## src/rtl/bin2bcd_seq.sv

```systemverilog
// bin2bcd_seq: sequential binary-to-BCD converter (shift-and-add-3 / double dabble).
// One adjust+shift step per clock. Valid/ready handshake on both sides.
//
// Ports:
//   clk_i      clock, all state updates on the rising edge
//   rst_i      asynchronous active-high reset
//   binary_i   unsigned binary operand (BinWidth bits), sampled on the accepting edge
//   valid_i    binary_i is valid
//   ready_o    block can accept an operand (IDLE)
//   bcd_o      packed BCD result, digit k at [4k+3:4k], digit 0 least significant
//   valid_o    bcd_o holds a completed result (DONE)
//   ready_i    consumer accepts the result
module bin2bcd_seq #(
    parameter int unsigned BinWidth  = 8,
    parameter int unsigned NumDigits = 3
) (
    input  logic                     clk_i,
    input  logic                     rst_i,
    input  logic [BinWidth-1:0]      binary_i,
    input  logic                     valid_i,
    output logic                     ready_o,
    output logic [4*NumDigits-1:0]   bcd_o,
    output logic                     valid_o,
    input  logic                     ready_i
);

    localparam int unsigned CntW = $clog2(BinWidth + 1);
    localparam int unsigned BcdW = 4 * NumDigits;

    // Smallest digit count whose decimal range covers 2^w - 1.
    function automatic int unsigned min_digits(input int unsigned w);
        longint unsigned maxv;
        longint unsigned p;
        int unsigned     d;
        maxv = (64'd1 << w) - 64'd1;
        p    = 64'd10;
        d    = 1;
        while (p <= maxv) begin
            p = p * 64'd10;
            d = d + 1;
        end
        return d;
    endfunction

    generate
        if (BinWidth < 1 || BinWidth > 32) begin : g_bad_width
            $error("bin2bcd_seq: BinWidth must be in 1..32");
        end
        if (NumDigits < min_digits(BinWidth)) begin : g_bad_digits
            $error("bin2bcd_seq: NumDigits too small for BinWidth");
        end
    endgenerate

    typedef enum logic [1:0] {
        S_IDLE  = 2'd0,
        S_SHIFT = 2'd1,
        S_DONE  = 2'd2
    } state_t;

    state_t                   r_state;
    state_t                   w_state_next;
    logic [BinWidth-1:0]      r_shift;
    logic [BcdW-1:0]          r_scratch;
    logic [CntW-1:0]          r_count;
    logic [BcdW-1:0]          r_bcd;

    logic [BcdW-1:0]          w_adj;
    logic [BcdW+BinWidth-1:0] w_cat_sh;
    logic                     w_last;

    // Add-3 on every scratch digit >= 5, then shift {scratch, shift} left by one.
    // The bit leaving the top digit is provably zero for legal NumDigits.
    always_comb begin
        w_adj = r_scratch;
        for (int unsigned k = 0; k < NumDigits; k++) begin
            if (r_scratch[4*k +: 4] >= 4'd5) begin
                w_adj[4*k +: 4] = r_scratch[4*k +: 4] + 4'd3;
            end
        end
        w_cat_sh = {w_adj, r_shift} << 1;
    end

    assign w_last = (r_count == CntW'(1));

    always_ff @(posedge clk_i or posedge rst_i) begin
        if (rst_i) begin
            r_state <= S_IDLE;
        end else begin
            r_state <= w_state_next;
        end
    end

    // Handshake outputs decode from state only.
    always_comb begin
        w_state_next = r_state;
        ready_o      = 1'b0;
        valid_o      = 1'b0;
        case (r_state)
            S_IDLE: begin
                ready_o = 1'b1;
                if (valid_i) begin
                    w_state_next = S_SHIFT;
                end
            end
            S_SHIFT: begin
                if (w_last) begin
                    w_state_next = S_DONE;
                end
            end
            S_DONE: begin
                valid_o = 1'b1;
                if (ready_i) begin
                    w_state_next = S_IDLE;
                end
            end
            default: begin
                w_state_next = S_IDLE;
            end
        endcase
    end

    always_ff @(posedge clk_i or posedge rst_i) begin
        if (rst_i) begin
            r_shift   <= '0;
            r_scratch <= '0;
            r_count   <= '0;
            r_bcd     <= '0;
        end else begin
            case (r_state)
                S_IDLE: begin
                    if (valid_i) begin
                        r_shift   <= binary_i;
                        r_scratch <= '0;
                        r_count   <= CntW'(BinWidth);
                    end
                end
                S_SHIFT: begin
                    r_scratch <= w_cat_sh[BcdW+BinWidth-1 -: BcdW];
                    r_shift   <= w_cat_sh[BinWidth-1:0];
                    r_count   <= r_count - CntW'(1);
                    if (w_last) begin
                        r_bcd <= w_cat_sh[BcdW+BinWidth-1 -: BcdW];
                    end
                end
                default: begin
                end
            endcase
        end
    end

    assign bcd_o = r_bcd;

endmodule

```

## config.mk

```make
export PLATFORM = sky130hd
export DESIGN_NAME = bin2bcd_seq
export DESIGN_NICKNAME = d
export VERILOG_FILES = /design/src/rtl/bin2bcd_seq.sv
export SDC_FILE = /design/constraint.sdc
export NUM_CORES = 1
export LEC_CHECK = 0
export BUFFER_PORTS_ARGS = -buffer_cell sky130_fd_sc_hd__clkbuf_2
export CORE_MARGIN = 5
export CORE_UTILIZATION = 55
export CTS_BUF_LIST = sky130_fd_sc_hd__clkbuf_8 sky130_fd_sc_hd__clkbuf_16
export DETAILED_ROUTE_END_ITERATION = 10
export GPL_TIMING_DRIVEN = 0
export PLACE_DENSITY = 0.75
export SYNTH_ARGS = -nofsm -noshare
export SYNTH_HDL_FRONTEND = slang
export SYNTH_SLANG_ARGS = --single-unit
```

## constraint.sdc

```tcl
create_clock -name clk_i -period 4.6 [get_ports clk_i]
set_input_delay 0.92 -clock clk_i [delete_from_list [all_inputs] [get_ports clk_i]]
set_output_delay 0.92 -clock clk_i [all_outputs]
set_load 0.01 [all_outputs]
```

==> metrics.txt <==
fin crit share=0.5253; largest net degree at the start of global routing=23; hold slack=482.3 ps; Avg Inst Size Synth=around 11 µm²; Worst Path Arrival=~1500 ps; Worst Tran Pin Value=919.3 ps; hold path depth=2; Bufs on Longest Clock Path=2; synthesized area=roughly 0.0019 mm²; CTS Root Cell=clkbuf_8; critical path buffer and inverter count=3; Layout area overhead=16.97%; drt wl/cell=between 10 and 15 µm; post-cts resize count=0; sequential-to-total area share from yosys stat=0.5057; DR iter-0 viols=72; status=completed; CTS tree=done; die height=68.48 µm; grt total ovfl=0; antenna violations before repair=0; Post-CTS Setup Bufs=0; combinational fraction of design power=0.425; CP Class=reg2out; Layout fillers=269; # clock sinks=38; Fin. Hold Viols=0; Routed WL=approximately 3700 µm; Critical R2R Launch=r_count[1]; CP endpoint kind=output pin; WP depth=4; TritonCTS Buffers=5; antenna viol nets, final=0; Die Wd=68.48 µm; slew margin rel.=0.3864; DRC=0; Ant. Diodes=0; clock power share=0.181; layout cell share with drive strength beyond 1=0.2619; cell chain of the critical path=clkbuf_1 -> buf_2 -> nor2_1 -> clkbuf_2; synth unique cells=32; PwrDens=slightly below 700 mW/mm²; dpl hpwl=2815 µm; clock slew at reported path FFs=~70 ps; via count=1405; internal power=roughly 950 µW; Final Max Slew Viols=0; origin of the worst min-delay path=r_shift[6]; Peak supply drop=about 290 µV; startpoint types=flip-flop; Fin Setup TNS=0 ps; Tot Pwr=around 1.5 mW; GRT Total Usage=0.1833; Fmax=just over 400 MHz; Post-CTS Hold Fix Bufs=0; drt pass-1 iters=4; synth warn=0; Lkg Pwr=1.073 nW; R2R cell count=6; core area=between 0.003 and 0.004 mm²; site row count=21; Worst EP required=between 3000 and 4000 ps; Avg Vias per Cell=around 5.5; Net Sw Power=567.8 µW; Synth Instances=between 150 and 200; Flop pwr share=0.394; sw frac=0.3733; minimum clock period=about 2400 ps; synthesis-stage register bit count=38; crit path launch=r_state[0]; Initial Util=0.5680; Die ar.=about 0.0047 mm²; IO Port Bufs=25; net count of the mapped netlist=196; H-Tree Depth=2; RSZ-0062 raised after global routing=false; Worst-Skew Late Latency=around 290 ps; delay-heaviest family, CP=buffers and inverters; slowest stage cell, crit path=dfrtp_1; RePlAce Congestion=just over 0.8; number of global-route vias before repair=1349; Setup violations, final=0; min-delay worst type=reg2reg; I/O pin count=26; Max-Cap Viols=0; clock skew=around 3.9 ps; critical path fanouts, max=10; Nets=between 200 and 250; first-pass GRT wire length=6210 µm; Slowest Stage Delay on Critical Path=390 ps; r2r setup slk=2850 ps
## placed cells by master, fill, tap and decap left out, drive strengths merged
cell type | Yosys | routed
nand2 | 14 | 14
mux2 | 7 | 7
and2b | 1 | 1
nor4bb | 1 | 1
mux2i | 4 | 4
a21o | 1 | 1
nand3b | 1 | 1
o21ai | 20 | 20
nor3 | 4 | 4
nor2b | 3 | 3
ha | 8 | 8
nor3b | 2 | 2
and3b | 7 | 7
xnor2 | 3 | 3
inv | 10 | 10
a21oi | 15 | 15
a22o | 8 | 8
nand2b | 5 | 5
clkbuf | 3 | 33
nor2 | 7 | 7
a31oi | 3 | 3
clkinv | 0 | 2
o21bai | 1 | 1
bufinv | 0 | 1
or3b | 3 | 3
a32o | 1 | 1
buf | 6 | 7
dfrtp | 38 | 38
## tightest hold or removal path: stages (launching register included)
cell     delay [ps]
dfrtp_1         340
nand2_1          50
o21ai_0          60
## Yosys cell counts
cell type / number / area (µm²)
nor4bb_1: 1 / 10.01
a22o_2: 1 / 10.01
buf_1: 1 / 3.750
a21oi_1: 15 / 75.07
nor2b_1: 3 / 18.77
nor2_2: 2 / 12.51
nor3_1: 4 / 20.02
nand2_1: 14 / 52.55
ha_1: 8 / 100.1
nand3b_1: 1 / 7.510
inv_1: 10 / 37.54
a32o_1: 1 / 10.01
o21ai_0: 20 / 100.1
mux2_2: 7 / 78.83
or3b_2: 3 / 26.28
a22o_1: 7 / 61.31
mux2i_1: 4 / 40.04
buf_2: 3 / 15.01
xnor2_1: 3 / 26.28
dfrtp_1: 38 / 950.9
and2b_1: 1 / 7.510
buf_6: 1 / 11.26
a31oi_2: 2 / 25.02
nor3b_1: 2 / 15.01
o21bai_1: 1 / 7.510
nand2b_1: 5 / 31.28
clkbuf_1: 3 / 11.26
and3b_1: 7 / 61.31
a21o_2: 1 / 8.760
buf_12: 1 / 20.02
a31oi_1: 1 / 6.260
nor2_1: 5 / 18.77
## cell type report
| type | instances | area (µm²) | area share |
|---|---|---|---|
| clock buffer | 5 | 68.82 | 0.03129 |
| sequential | 38 | 950.9 | 0.4323 |
| buffer | 9 | 61.31 | 0.02787 |
| timing repair buffer | 26 | 152.6 | 0.06940 |
| clock inverter | 3 | 40.04 | 0.01820 |
| multi-input combinational | 119 | 830.8 | 0.3777 |
| inverter | 10 | 37.54 | 0.01706 |
| tap | 46 | 57.56 | 0.02617 |
## state kept, by name, indices dropped and copies added, names as in the netlist
register,count
bcd_o,12
r_count,4
r_scratch,12
r_shift,8
r_state,2
## cells by family after synthesis
family | share of synthesized area
buffers and inverters | 0.05256
adders and majority gates | 0.05323
DFF | 0.5057
xor gates and xnor gates | 0.01397
and+or+nand+nor | 0.1497
AOI/OAI and AO/OA | 0.1617
muxes | 0.06321
## metal layers
layer  global-route usage  vias to the layer above  wire (µm)  part of all wire
met5                    0                        -          0                 0
met4              0.04715                        0         38             0.010
met3              0.05583                        5        169             0.045
met2               0.3051                       31       1842              0.49
met1               0.2305                      687       1679              0.45
li1                     -                      682          -                 -
## worst paths after layout
| path | endpoint |
|---|---|
| hold / removal | r_shift[6] |
| setup reg to reg | bcd_o[2] |
| hold reg to reg | r_shift[6] |
| max in group asynchronous | r_count[0] |
| min in group asynchronous | r_shift[0] |
| setup / recovery | ready_o |
## power groups by stage
stage | logic, mW | clock network (mW) | registers (mW)
after floorplan | 0.461 | 0 | 0.603
after global placement | 0.621 | 0 | 0.592
after detailed placement | 0.652 | 0 | 0.606
after CTS | 0.654 | 0.282 | 0.600
after global routing | 0.735 | 0.295 | 0.618
final | 0.647 | 0.275 | 0.599
## through the flow
| step | util | std cells | worst slack (ps) | instance area [µm²] |
|---|---|---|---|---|
| after floorplan | - | 176 | 2773 | 1881 |
| after global placement | 0.6232 | 247 | 2365 | 2063 |
| after detailed placement | 0.6315 | 248 | 2435 | 2091 |
| after CTS | 0.6644 | 256 | 2163 | 2200 |
| after global routing | 0.6644 | 256 | 2087 | 2200 |
| final | 0.6644 | 256 | 2183 | 2200 |
Note: power is estimated with default switching activity, not from simulation.
